==> config.mk <==
export PLATFORM = sky130hd
export DESIGN_NAME = ucom_timer_bank
export DESIGN_NICKNAME = d
export VERILOG_FILES = /design/src/rtl/ucom_timer_bank.sv
export SDC_FILE = /design/constraint.sdc
export NUM_CORES = 1
export LEC_CHECK = 0
export ABC_AREA = 1
export CAP_MARGIN = 10
export CORE_MARGIN = 1
export CORE_UTILIZATION = 39
export DETAILED_ROUTE_END_ITERATION = 10
export GPL_ROUTABILITY_DRIVEN = 1
export HOLD_SLACK_MARGIN = 0.03
export PLACE_DENSITY = 0.63
export SETUP_SLACK_MARGIN = 0.4
export SLEW_MARGIN = 15
export SYNTH_ARGS = -nofsm -noshare
export SYNTH_HDL_FRONTEND = slang
export SYNTH_SLANG_ARGS = --single-unit
==> constraint.sdc <==
create_clock -name clk -period 1.6 [get_ports clk]
set_input_delay 0.24 -clock clk [delete_from_list [all_inputs] [get_ports clk]]
set_output_delay 0.24 -clock clk [all_outputs]
set_load 0.01 [all_outputs]
==> src/rtl/ucom_timer_bank.sv <==
`default_nettype none
// ============================================================================
// ucom_timer_bank : NCH prescaled down-counter timers with TM/IRQ/overrun flags
// Revision 1.0
// ============================================================================
module ucom_timer_bank #(
  parameter int NCH   = 2,
  parameter int CNT_W = 6,
  parameter int PRE_W = 6,
  parameter int CH_W  = 3
) (
  input  logic             clk,
  input  logic             reset,
  input  logic             tick,
  input  logic             wr,
  input  logic [CH_W-1:0]  wr_ch,
  input  logic [CNT_W-1:0] wr_val,
  input  logic             wr_mode,
  input  logic             wr_ie,
  input  logic             ack,
  input  logic [CH_W-1:0]  ack_ch,
  input  logic [CH_W-1:0]  rd_ch,
  output logic [CNT_W-1:0] rd_cnt,
  output logic [NCH-1:0]   tm,
  output logic [NCH-1:0]   run,
  output logic [NCH-1:0]   ovr,
  output logic             irq
);

  localparam logic [0:0] IDLE = 1'b0;
  localparam logic [0:0] RUN  = 1'b1;

  logic [NCH-1:0]            pend_v;
  logic [NCH-1:0][CNT_W-1:0] cnt_v;

  for (genvar i = 0; i < NCH; i++) begin : g_ch
    localparam logic [CH_W-1:0] IDX = CH_W'(i);

    logic [PRE_W-1:0] pcount;
    logic [CNT_W-1:0] bcount;
    logic [CNT_W-1:0] reload;
    logic [0:0]       state;
    logic             mode;
    logic             ie;
    logic             tm_q;
    logic             pend;
    logic             ovr_q;
    logic             load_hit;
    logic             ack_hit;
    logic             expire;

    assign load_hit = wr && (wr_ch == IDX);
    assign ack_hit  = ack && (ack_ch == IDX);
    assign expire   = (state == RUN) && tick && (&pcount) && (bcount == '0);

    always_ff @(posedge clk or posedge reset) begin
      if (reset) begin
        pcount <= '0;
        bcount <= '0;
        reload <= '0;
        state  <= IDLE;
        mode   <= 1'b0;
        ie     <= 1'b0;
        tm_q   <= 1'b0;
        pend   <= 1'b0;
        ovr_q  <= 1'b0;
      end else if (load_hit) begin
        // A load overrides any expiry or acknowledge landing in the same cycle
        pcount <= '0;
        bcount <= wr_val;
        reload <= wr_val;
        mode   <= wr_mode;
        ie     <= wr_ie;
        tm_q   <= 1'b0;
        pend   <= 1'b0;
        ovr_q  <= 1'b0;
        state  <= RUN;
      end else begin
        if (state == RUN && tick) begin
          pcount <= pcount + 1'b1;
          if (&pcount) begin
            if (bcount != '0) begin
              bcount <= bcount - 1'b1;
            end else begin
              tm_q <= 1'b1;
              if (mode) begin
                bcount <= reload;
              end else begin
                state  <= IDLE;
                pcount <= '0;
              end
            end
          end
        end
        // Expiry beats a coincident ack: pend stays set and ovr is left alone
        if (expire && ie) begin
          pend <= 1'b1;
          if (pend && !ack_hit) ovr_q <= 1'b1;
        end else if (ack_hit) begin
          pend  <= 1'b0;
          ovr_q <= 1'b0;
        end
      end
    end

    assign tm[i]     = tm_q;
    assign run[i]    = (state == RUN);
    assign ovr[i]    = ovr_q;
    assign pend_v[i] = pend;
    assign cnt_v[i]  = bcount;
  end

  assign irq = |pend_v;

  always_comb begin
    rd_cnt = '0;
    for (int k = 0; k < NCH; k++) begin
      if (rd_ch == CH_W'(k)) rd_cnt = cnt_v[k];
    end
  end

endmodule
`default_nettype wire

# ---- After elaboration in Yosys (flattened, before gate mapping)
# Index checks and enable logic that the tools add are counted.
dict set report word_totals {
  ff_bits 48
  input_bits 22
  out_inout_bits 13
  word_cells 125
}
dict set report classes {
  n_addsub 4
  eq_ne 9
  n_mux 52
  reduce_logical 42
}
# op n
set op_table {}
lappend op_table {{$mux 6} 22}
lappend op_table {{$mux 1} 30}
lappend op_table {{$logic_and 1x1->1} 14}
lappend op_table {{$add 6x1->6 const B} 2}
lappend op_table {{$logic_not 6->1} 2}
lappend op_table {{$reduce_and 3->1} 4}
lappend op_table {{$reduce_and 6->1} 2}
lappend op_table {{$reduce_bool 3->1} 4}
lappend op_table {{$reduce_bool 6->1} 2}
lappend op_table {{$sub 6x1->6 const B} 2}
lappend op_table {{$eq 3x1->1 const B} 3}
lappend op_table {{$logic_not 3->1} 3}
lappend op_table {{$reduce_and 4->1} 2}
lappend op_table {{$reduce_bool 2->1} 4}
lappend op_table {{$ne 3x2->1 const B} 2}
lappend op_table {{$ne 2x1->1 const B} 2}
lappend op_table {{$ne 2x2->1 const B} 2}
lappend op_table {{$reduce_and 2->1} 2}
lappend op_table {{$logic_not 1->1} 2}
lappend op_table {{$reduce_or 2->1} 1}

# ---- Depth between registers and ports, before layout
# Gate-level depths: netlist (run 1).
dict set report depth {
  ltp_word 7
  depth_mapped 11
  mapped_depth_nobuf 11
}

# ---- Worst setup path after synthesis (run 1)
# OpenSTA, ideal clock, no wires.
dict set report synth_path {
  path_kind {reg2reg}
  start {register g_ch[1].bcount[0]}
  end {register g_ch[1].bcount[4]}
  setup_time_ps 124
  t_arrival_ps 1208
  t_required_ps 1476
  setup_slack_ps 268
  path_stages_with_launch 10
  n_path_buf 0
  period_less_slack_ps 1332
  path_cell_list {dfrtp_1 -> inv_1 -> ha_1 -> nand2_2 -> nor2_8 -> nand2_2 -> nand2_2 -> nor2_1 -> nand2_1 -> nand3_1}
}
dict set report synth_between {
  elab_chain_len 5
  word_cells_on_any_way 8
  classes_between {1 x add/sub; 4 x mux; 3 x reduce/logical}
}
# item line_no
set synth_rtl {}
lappend synth_rtl {{from (decl)} 40} ;# logic [CNT_W-1:0] bcount;
lappend synth_rtl {{from (signal assigned)} 70} ;# bcount <= wr_val;
lappend synth_rtl {{from (signal assigned)} 83} ;# bcount <= bcount - 1'b1;
lappend synth_rtl {{from (signal assigned)} 87} ;# bcount <= reload;
lappend synth_rtl {{$sub 6x1->6 / $reduce_bool 6->1 (equally long branches)} {83, 82}}
lappend synth_rtl {{$mux 6} 82} ;# if (bcount != '0) begin
lappend synth_rtl {{$mux 6} 81} ;# if (&pcount) begin
lappend synth_rtl {{$mux 6} 79} ;# if (state == RUN && tick) begin
lappend synth_rtl {{$mux 6} 67} ;# end else if (load_hit) begin
# Several ways; a longest one is shown, not always the timed one. The select of a mux whose other input is x is not followed.
# A chain may end at the register's enable or synchronous reset.

# ---- Worst setup path in the final report (run 1)
dict set report layout_path {
  start {register g_ch[0].bcount[1]}
  end {output port rd_cnt[1]}
}
dict set report layout_between {
  elab_chain_len 2
}
# item line_no
set layout_rtl {}
lappend layout_rtl {{from (decl)} 40}
lappend layout_rtl {{from (signal assigned)} 70}
lappend layout_rtl {{from (signal assigned)} 83}
lappend layout_rtl {{from (signal assigned)} 87}
lappend layout_rtl {{$mux 6 (2 in series)} 118} ;# if (rd_ch == CH_W'(k)) rd_cnt = cnt_v[k];
lappend layout_rtl {{to (decl)} 23} ;# output logic [CNT_W-1:0] rd_cnt,
# No other way between the ends.

==> summary.md, run 1 <==
| Metric | Value |
|---|---|
| Root Buffer | clkbuf_8 |
| Path type of the worst min-delay path | in -> async |
| Endpoints failing setup | 0 |
| Status | finished clean |
| Filler cell count in the final layout | 631 |
| Drt via density | ~4.8 |
| DP HPWL | ~4.8 mm |
| Setup_tns | 0 ns |
| Worst-path clk slew | 0.09 ns |
| Unrepaired setup endpoints after global routing | yes |
| Max-cap violations | 0 |
| CTS sink count | 48 |
| Layout cells sized above 1 | a little over a third |
| Initial antenna violation count | 0 |
| Comb pwr share | between 40% and 50% |
| Internal | 2.929 mW |
| VDD IR-drop max | 0.5341 mV |
| Final period util | 88.82% |
| Worst R2R Start | g_ch[1].bcount[0]$_DFFE_PP0P_ |
| Drt first pass iters | 4 |
| Switching part of the total | 36.96% |
| Syn Inst Count | 351 |
| Worst Tran Pin Value | 0.3454 ns |
| Clock Power Share | 19.6% |
| Final wirelength | ~7.0 mm |
| Pin count of the biggest net entering global routing | 36 |
| ANT cells | 0 |
| CTS buffer count | 5 |
| Sw Pwr | 1.717 mW |
| Highest Clock Rate | 703.7 MHz |
| Synth Register Bits | 48 |
| Pre-CTS WS | -0.3316 ns |
| Simple-gate share of the synthesized area | 34.45% |
| Post-synth EDFFs | 0 |
| Slowest cell on crit path | dfrtp_1 |
| YS warnings | 0 |
| WP data arrival | ~1.2 ns |
| Max H-tree Level | 2 |
| First-pass GRT wire length | 11.52 mm |
| Via count | 2,630 |
| Initial drt markers | 157 |
| Synth unique cells | 32 |
| Post-route setup slack | 0.1789 ns |
| Xor and xnor area share after synthesis | 0.6312% |
| Most common cell after layout, fill and taps aside | nand2_1 |
| Final Slew Violations | 0 |
| Critical Path Start | g_ch[0].bcount[1]$_DFFE_PP0P_ |
| Initial core utilization | 40.62% |
| Hold_ws | 0.2456 ns |
| Avg Inst Size Synth | 7.906 µm² |
| Total GRT Usage | 19.78% |
| WL/cell | 12.91 µm |
| Slowest stage delay, CP | 0.38 ns |
| Synth async-reset ratio | 100.0% |
| Critical path required time | roughly 1.4 ns |
| Largest family of logic cells by synthesized area | simple AND/OR/NAND/NOR gates |
| Gpl congestion | 0.8021 |
| Longest Clk Path Bufs | 2 |
| Seq/Total Area, Yosys | 43.28% |
| CP max FO | 3 |
| Die area | 7457 µm² |
| Synthesized Nets | 378 |
| Detailed-route DRC error count | 0 |
| Hold Vio Cnt, Final | 0 |
| Slew HR | 76.93% |
| CP Class | reg -> out |
| Skew-Pair Late Insertion Delay | ~0.31 ns |
| Adder-Cell Fraction of Synth Area | about 2.3% |
| Die H | around 86 µm |
| Setup Skew | 0.005764 ns |
| Top delay family on crit path | flip-flops |
| Worst setup EP type | output port |
| Mapped cell area | about 2800 µm² |
| Commonest non-fill, non-tap cells in the layout | nand2_1, buf_4, dfrtp_1, inv_1, nand3_1 |
| Die X | 86.36 µm |
| Post-route cell area | a little over 4000 µm² |
| Post-synthesis compound-gate area fraction | 9.829% |
| # port buffers | 34 |
| Crit-path cells | inv_2, buf_4, o22ai_1, buf_2 |
| Crit path time final | 1.421 ns |
| Overflow after GRT | 0 |
| P per Cell Area | 1154 nW/µm² |
| Number of I/O pins | 35 |
| P_leak | 2.053 nW |
| Critical Path Source Type | flop |
| Vias in the first global route | 2,523 |
| Row count | 30 |
| Sequential power share | 38.0% |
| CTS tree | built |
| Area growth syn-to-layout | 45.04% |
| Core area | around 6800 µm² |
| DP Area | between 3000 and 4000 µm² |
| Nets | 474 |
| WP buf/inv | 3 |
| Mux contribution to synthesized area | 0.3607% |
| Antenna-violating nets left | 0 |
| Ys flop type | dfrtp_1 |
sequential cells by signal, summed over array words and instances (netlist names):
name,cells
g_ch.ovr_q,2
g_ch.tm_q,2
g_ch.pend,2
g_ch.state,2
g_ch.ie,2
g_ch.reload,12
g_ch.pcount,12
g_ch.mode,2
g_ch.bcount,12
path summary, 6_finish.rpt:
path	to	slack [ns]	cells after the start
setup / recovery	rd_cnt[1]	0.18	4
hold / removal	g_ch[0].pcount[2]$_DFFE_PP0P_	0.25	2
setup reg to reg	g_ch[1].bcount[2]$_DFFE_PP0P_	0.22	8
hold reg to reg	g_ch[1].mode$_DFFE_PP0P_	0.49	2
max in group asynchronous	g_ch[0].bcount[2]$_DFFE_PP0P_	0.87	3
min in group clk	g_ch[1].ie$_DFFE_PP0P_	0.31	3
Yosys cell counts, drive strengths merged, types with 2 or more instances:
library cell / number / area [µm²]
nand2: 105 / 441.7
dfrtp: 48 / 1201
inv: 46 / 177.7
nand3: 43 / 257.8
o21ai: 31 / 155.2
nor2: 21 / 120.1
a21oi: 15 / 78.83
buf: 10 / 73.82
nand4: 6 / 37.54
ha: 5 / 62.56
nand3b: 5 / 37.54
o22ai: 5 / 31.28
nor3: 2 / 32.53
or2: 2 / 12.51
xor2: 2 / 17.52
final cells by class:
| class | count | area [µm²] | share of cell area, % |
|---|---|---|---|
| multi-input combinational | 246 | 1550 | 38.51 |
| sequential | 48 | 1205 | 29.93 |
| timing repair buffer | 100 | 850.8 | 21.14 |
| inverter | 46 | 183.9 | 4.569 |
| tap | 96 | 120.1 | 2.984 |
| clock buffer | 5 | 68.82 | 1.710 |
| clock inverter | 3 | 46.29 | 1.150 |
worst register-to-register path: stages, from the launching register on:
cell and delay (ns):
dfrtp_1 0.41, inv_2 0.10, ha_4 0.14, nand2_4 0.07
nor2_8 0.18, nand2_4 0.08, buf_4 0.13, nand4_1 0.08
nand3_1 0.08
cells by family (layout without fill, tap and decap cells):
logic type / count (synthesis) / after routing
and+or+nand+nor: 186 / 186
buffers and inverters: 57 / 154
AOI/OAI and AO/OA: 52 / 52
DFF: 48 / 48
adders and majority gates: 5 / 5
xor gates and xnor gates: 2 / 2
muxes: 1 / 1
metrics by stage:
step | power [mW] | util (%) | instances
6_report | 4.647 | 58.92 | 544
3_3_place_gp | 3.078 | 49.36 | 488
4_1_cts | 4.455 | 55.75 | 524
5_1_grt | 4.983 | 58.92 | 544
2_1_floorplan | 2.721 | - | 351
3_5_place_dp | 3.124 | 49.36 | 488
per-layer routing:
metal,global-route usage (%),vias to the layer above,part of all wire [%]
li1,-,1333,-
met1,25.72,1223,46
met2,33.04,59,48
met3,3.524,15,3.3
met4,7.424,0,2.3
met5,0,-,0
what timing repair did:
item	in CTS	in global routing
resized for setup	87	34
setup endpoints to repair	47	49
hold endpoints to repair	0	0
hold buffers	0	0
pin swaps	18	15
buffers inserted	28	20
power by group through the flow:
stage	logic [mW]	clock network [mW]	registers, mW
2_1_floorplan	1.01	0	1.71
3_3_place_gp	1.32	0	1.76
3_5_place_dp	1.35	0	1.77
4_1_cts	1.77	0.948	1.74
5_1_grt	2.18	0.997	1.80
6_report	1.97	0.909	1.77
(Power assumes the default switching activity.)
==> run 2, diff against run 1 <==
--- a/config.mk
+++ b/config.mk
@@ -8,11 +8,11 @@
 export ABC_AREA = 1
 export CAP_MARGIN = 10
 export CORE_MARGIN = 1
-export CORE_UTILIZATION = 39
+export CORE_UTILIZATION = 40
 export DETAILED_ROUTE_END_ITERATION = 10
 export GPL_ROUTABILITY_DRIVEN = 1
 export HOLD_SLACK_MARGIN = 0.03
-export PLACE_DENSITY = 0.63
+export PLACE_DENSITY = 0.64
 export SETUP_SLACK_MARGIN = 0.4
 export SLEW_MARGIN = 15
 export SYNTH_ARGS = -nofsm -noshare
==> run 2 against run 1 <==
- critical path depth grew 5
- register-to-register slack lost 0.05 ns
- core utilization grew 2.1 points
- die area shrank 2.4%
- global-route usage grew 0.33 points
- flip-flop and latch count is the same
- clock-buffer cell count grew 2
- critical path type is now reg -> reg
- critical endpoint is now g_ch[0].ovr_q$_DFFE_PP0P_
- largest cell class unchanged
==> summary.md, run 2 (synthesized netlist as in run 1, its figures left out) <==
| Metric | Value |
|---|---|
| Status | finished clean |
| Die H | 85.30 µm (-1.2%) |
| Number of I/O pins | 35 (unchanged) |
| Non-Filler Instances | 516 (-5.1%) |
| Dpl cells | 470 (-3.7%) |
| Core area | 6531 µm² (-4.4%) |
| Unrepaired setup endpoints after global routing | yes |
| Pre-CTS WS | -0.3302 ns (+0.001372 ns) |
| Gpl congestion | 0.8567 (+6.8%) |
| Hold buffers post-CTS | 0 (unchanged) |
| CTS buffer count | 5 (unchanged) |
| WL/cell | 13.46 µm (+4.3%) |
| Hold Vio Cnt, Final | 0 (unchanged) |
| Pin count of the biggest net entering global routing | 38 (+5.6%) |
| Max-cap violations | 0 (unchanged) |
| Path type of the worst min-delay path | in -> async |
| Most common cell after layout, fill and taps aside | nand2_1 |
| Commonest non-fill, non-tap cells in the layout | nand2_1, buf_4, dfrtp_1, inv_1, o21ai_0 |
| Root Buffer | clkbuf_8 |
| Final Slew Violations | 0 (unchanged) |
| Final wirelength | 6.947 mm (-1.1%) |
| Critical path required time | 1.84 ns (+0.48 ns) |
| Total GRT Usage | 20.11% (+0.33 points) |
| Die area | 7275 µm² (-2.4%) |
| Area growth syn-to-layout | 43.60% |
| Total power | 4.511 mW (-2.9%) |
| Antenna-violating nets left | 0 (unchanged) |
| Slowest cell on crit path | dfrtp_1 |
| Met3 global-route usage | 3.988% (+0.46 points) |
| First-pass GRT wire length | 11.47 mm (-0.49%) |
| Worst R2R Start | g_ch[0].bcount[0]$_DFFE_PP0P_ |
| Setup_tns | 0 ns (unchanged) |
| Layout cells sized above 1 | 39.18% (+2.8 points) |
| Max H-tree Level | 2 (unchanged) |
| Row count | 29 (-3.3%) |
| Drt first pass iters | 4 (unchanged) |
| # port buffers | 34 (unchanged) |
| WP buf/inv | 3 (unchanged) |
| Biggest registers after layout | g_ch.bcount (12), g_ch.pcount (12), g_ch.reload (12) |
| Skew-Pair Late Insertion Delay | 0.31 ns (about the same) |
| GRT busiest layer | met2 |
| Die X | 85.30 µm (-1.2%) |
| Highest Clock Rate | 701.6 MHz (-0.29%) |
| Slew HR | 79.68% (+2.8 points) |
| Detailed-route DRC error count | 0 (unchanged) |
| P per Cell Area | 1132 nW/µm² (-2.0%) |
| Vias in the first global route | 2,533 (+0.40%) |
| Top delay family on crit path | flip-flops |
| Worst-path clk slew | 0.09 ns (about the same) |
| Setup Skew | 0.01011 ns (+0.004349 ns) |
| ANT cells | 0 (unchanged) |
| Met2 GRT Util | 33.50% (+0.46 points) |
| GR Util met1 | 26.35% (+0.63 points) |
| WP data arrival | 1.67 ns (+0.49 ns) |
| Initial antenna violation count | 0 (unchanged) |
| CTS tree | built |
| DP HPWL | 4.792 mm (+0.85%) |
| CP max FO | 4 (+1) |
| Worst Tran Pin Value | 0.3042 ns (-0.04116 ns) |
| Drt via density | 4.996 (+3.3%) |
| VDD IR-drop max | 0.4973 mV (-6.9%) |
| Via count | 2,578 (-2.0%) |
| Longest Clk Path Bufs | 2 (unchanged) |
| CP Class | reg -> reg |
| Slowest stage delay, CP | 0.41 ns (+0.03 ns) |
| P_leak | 1.988 nW (-3.2%) |
| Initial drt markers | 195 (+24%) |
| Worst setup EP type | flop |
| Final period util | 89.08% (+0.26 points) |
| Critical Path Start | g_ch[0].bcount[0]$_DFFE_PP0P_ |
| Crit-path cells | inv_4, ha_4, nand2_4, nor2_4, buf_4, nand3_1, a21oi_1, nand2_1, inv_1 |
| Critical Path Source Type | flop |
| Endpoints failing setup | 0 (unchanged) |
| Hold_ws | 0.2341 ns (-0.01154 ns) |
| Crit path time final | 1.425 ns (+0.004174 ns) |
| Overflow after GRT | 0 (unchanged) |
| CTS sink count | 48 (unchanged) |
| Initial core utilization | 42.49% (+1.9 points) |
| Nets | 465 (-1.9%) |
| Post-route setup slack | 0.1747 ns (-0.004174 ns) |
run 2: worst paths after layout:
kind	endpoint	slack (ns)	cells past startpoint
setup / recovery	g_ch[0].ovr_q$_DFFE_PP0P_	0.17	9
hold / removal	g_ch[0].pcount[1]$_DFFE_PP0P_	0.23	2
setup reg to reg	g_ch[0].ovr_q$_DFFE_PP0P_	0.17	9
hold reg to reg	g_ch[0].reload[5]$_DFFE_PP0P_	0.48	2
max in group asynchronous	g_ch[0].bcount[2]$_DFFE_PP0P_	0.88	3
min in group clk	g_ch[0].state$_DFFE_PP0P_	0.45	5
run 2: layout make-up:
type	instances	area, µm²
fill	560	2546
multi-input combinational	246	1645
sequential	48	1206
timing repair buffer	91	742.0
inverter	46	201.4
tap	77	96.34
clock buffer	7	86.33
clock inverter	1	7.507
run 2: power by group:
group | internal, mW | total [mW] | switching (mW) | leakage (nW)
clock network | 0.352 | 0.769 | 0.417 | 0.0445
logic | 0.938 | 1.97 | 1.03 | 1.35
registers | 1.50 | 1.77 | 0.272 | 0.597
total | 2.79 | 4.51 | 1.72 | 1.99
run 2: stage by stage:
stage	util, %	cell area, µm²
global route	61.02	3985
finish	61.02	3985
floorplan	-	2829
global placement	51.19	3343
detailed placement	51.19	3343
CTS	56.93	3719
run 2: repair_timing:
action                     in CTS  in global routing
cloned                          0                  0
gates resized for setup        85                 64
pin swaps                      19                 22
setup buffers                  26                 12
setup endpoints to repair      49                 54
run 2: per-layer routing:
layer	routed length (µm)	up-vias
li1	-	1312
met1	3240	1202
met2	3307	53
met3	298	11
met4	100	0
met5	0	-
==> run 3, diff against run 2 <==
--- a/config.mk
+++ b/config.mk
@@ -12,8 +12,9 @@
 export DETAILED_ROUTE_END_ITERATION = 10
 export GPL_ROUTABILITY_DRIVEN = 1
 export HOLD_SLACK_MARGIN = 0.03
-export PLACE_DENSITY = 0.64
+export PLACE_DENSITY = 0.63
 export SETUP_SLACK_MARGIN = 0.4
+export SKIP_CTS_REPAIR_TIMING = 1
 export SLEW_MARGIN = 15
 export SYNTH_ARGS = -nofsm -noshare
 export SYNTH_HDL_FRONTEND = slang
==> constraint.sdc (replaced) <==
create_clock -name clk -period 1.4 [get_ports clk]
set_input_delay 0.21 -clock clk [delete_from_list [all_inputs] [get_ports clk]]
set_output_delay 0.21 -clock clk [all_outputs]
set_load 0.01 [all_outputs]
==> run 3 against run 2 <==
- the run now ends with negative setup slack left
- combinational power grew 5%
- cell area shrank 3.1%
- global-route usage shrank 1.4 points
- highest routed layer unchanged
==> summary.md, run 3 (synthesized netlist as in run 1, its figures left out) <==
| Metric | Value |
|---|---|
| ANT cells | 0 (unchanged) |
| Crit path time final | 1.460 ns (+0.03439 ns) |
| Post-route setup slack | -0.05969 ns (-0.2344 ns) |
| Final Slew Violations | 0 (unchanged) |
| Number of I/O pins | 35 (unchanged) |
| Layout cells sized above 1 | 33.87% (-5.3 points) |
| Antenna-violating nets left | 0 (unchanged) |
| Hold Vio Cnt, Final | 0 (unchanged) |
| Worst setup EP type | flop |
| Skew-Pair Late Insertion Delay | 0.31 ns (about the same) |
| Crit-path cells | inv_2, ha_4, nand2_4, nor2_8, nand2_4, buf_4, nand4_1, nand3_2 |
| Total power | 5.085 mW (+13%) |
| Die area | 7275 µm² (unchanged) |
| Row count | 29 (unchanged) |
| Pre-CTS WS | -0.4681 ns (-0.1379 ns) |
| DP Area | 3476 µm² (+4.0%) |
| P per Cell Area | 1317 nW/µm² (+16%) |
| Endpoints failing setup | 14 (+14) |
| First-pass GRT wire length | 10.81 mm (-5.7%) |
| Status | finished, violations left |
| Gpl congestion | 0.8160 (-4.8%) |
| Dpl cells | 486 (+3.4%) |
| CTS tree | built |
| CP Class | reg -> reg |
| Most common cell after layout, fill and taps aside | nand2_1 |
| Slowest cell on crit path | dfrtp_1 |
| Pin count of the biggest net entering global routing | 49 (+29%) |
| CP max FO | 7 (+3) |
| Nets | 463 (-0.43%) |
| Unrepaired setup endpoints after global routing | yes |
| DP HPWL | 4.776 mm (-0.34%) |
| Biggest registers after layout | g_ch.bcount (12), g_ch.pcount (12), g_ch.reload (12) |
| Final period util | 104.3% (+15 points) |
| Slowest stage delay, CP | 0.42 ns (about the same) |
| Die X | 85.30 µm (unchanged) |
| Overflow after GRT | 0 (unchanged) |
| Post-route cell area | 3861 µm² (-3.1%) |
| Core area | 6531 µm² (unchanged) |
| Drt via density | 5.027 (+0.62%) |
| Setup Skew | 0.006472 ns (-0.003640 ns) |
| Hold_ws | 0.3027 ns (+0.06864 ns) |
| Worst-path clk slew | 0.09 ns (about the same) |
| Max H-tree Level | 2 (unchanged) |
| Failing checks | negative setup slack |
| # port buffers | 34 (unchanged) |
| Detailed-route DRC error count | 0 (unchanged) |
| Path type of the worst min-delay path | in -> async |
| Initial antenna violation count | 0 (unchanged) |
| WL/cell | 13.14 µm (-2.4%) |
| Via count | 2,584 (+0.23%) |
| Commonest non-fill, non-tap cells in the layout | nand2_1, buf_4, dfrtp_1, inv_1, nand3_1 |
| Initial drt markers | 134 (-31%) |
| CTS sink count | 48 (unchanged) |
| VDD IR-drop max | 0.5569 mV (+12%) |
| Root Buffer | clkbuf_8 |
| Critical Path Source Type | flop |
| Final wirelength | 6.756 mm (-2.7%) |
| Critical path required time | 1.60 ns (-0.24 ns) |
| Non-Filler Instances | 514 (-0.39%) |
| Slew HR | 82.81% (+3.1 points) |
| WP data arrival | 1.66 ns (about the same) |
| Initial core utilization | 42.49% (unchanged) |
| Highest Clock Rate | 685.1 MHz (-2.4%) |
| Vias in the first global route | 2,453 (-3.2%) |
| Area growth syn-to-layout | 39.13% |
| CTS buffer count | 5 (unchanged) |
| Die H | 85.30 µm (unchanged) |
| Crit path top cell by count | nand2_4 |
| Worst Tran Pin Value | 0.2579 ns (-0.04630 ns) |
| Longest Clk Path Bufs | 2 (unchanged) |
| Total GRT Usage | 18.72% (-1.4 points) |
| P_leak | 2.024 nW (+1.8%) |
| Max-cap violations | 0 (unchanged) |
| Drt first pass iters | 4 (unchanged) |
-- run 3: cell types whose count changed in the layout (fill, tap and decap cells not counted), moves of 4 or more --
cell            delta
dfrtp_1            +4
dlymetal6s2s_1     +6
nand2_1            +5
clkbuf_2           -5
nand3_1            +6
dfrtp_2            -4
nand3_4            -4
-- run 3: path summary, 6_finish.rpt --
| kind | depth (start not counted) | slack (ns) | startpoint | endpoint |
|---|---|---|---|---|
| setup / recovery | 8 | -0.06 | g_ch[1].bcount[0]$_DFFE_PP0P_ | g_ch[1].bcount[2]$_DFFE_PP0P_ |
| hold / removal | 3 | 0.30 | reset | g_ch[0].reload[3]$_DFFE_PP0P_ |
| setup reg to reg | 8 | -0.06 | g_ch[1].bcount[0]$_DFFE_PP0P_ | g_ch[1].bcount[2]$_DFFE_PP0P_ |
| hold reg to reg | 2 | 0.49 | g_ch[1].mode$_DFFE_PP0P_ | g_ch[1].mode$_DFFE_PP0P_ |
| max in group asynchronous | 3 | 0.88 | reset | g_ch[1].tm_q$_DFFE_PP0P_ |
| min in group clk | 5 | 0.33 | wr_ch[2] | g_ch[0].ie$_DFFE_PP0P_ |
-- run 3: per-layer routing --
metal / wire, µm / global-route usage (%) / vias up / part of all wire [%]
met4: 80 / 5.909 / 0 / 1.2
met1: 3302 / 25.68 / 1215 / 49
met5: 0 / 0 / - / 0
li1: - / - / 1310 / -
met3: 259 / 3.988 / 7 / 3.8
met2: 3114 / 29.77 / 52 / 46
-- run 3: area by class of cell --
cell class                      instances  area [µm²]
Fill cell                             596        2670
Multi-Input combinational cell        246        1511
Sequential cell                        48        1201
Timing Repair Buffer                   89       760.7
Inverter                               46       183.9
Tap cell                               77       96.34
Clock buffer                            6       72.57
Clock inverter                          2       35.03
-- run 3: stage by stage --
step | utilization [%] | TNS (ns)
after floorplan | - | 0
after global placement | 53.22 | -7.597
after detailed placement | 53.22 | -8.346
after CTS | 54.87 | -3.458
final | 59.12 | -0.5438
after global routing | 59.12 | -2.173
-- run 3: power breakdown --
part	internal, mW	switching, mW	total [mW]
clock network	0.531	0.479	1.01
logic	0.964	1.10	2.07
registers	1.71	0.299	2.01
-- run 3: critical path, delay by kind of cell (launching register included) --
kind / cells / cell delay (ns)
DFF: 1 / 0.42
and+or+nand+nor: 5 / 0.51
adders and majority gates: 1 / 0.15
buffers and inverters: 2 / 0.26
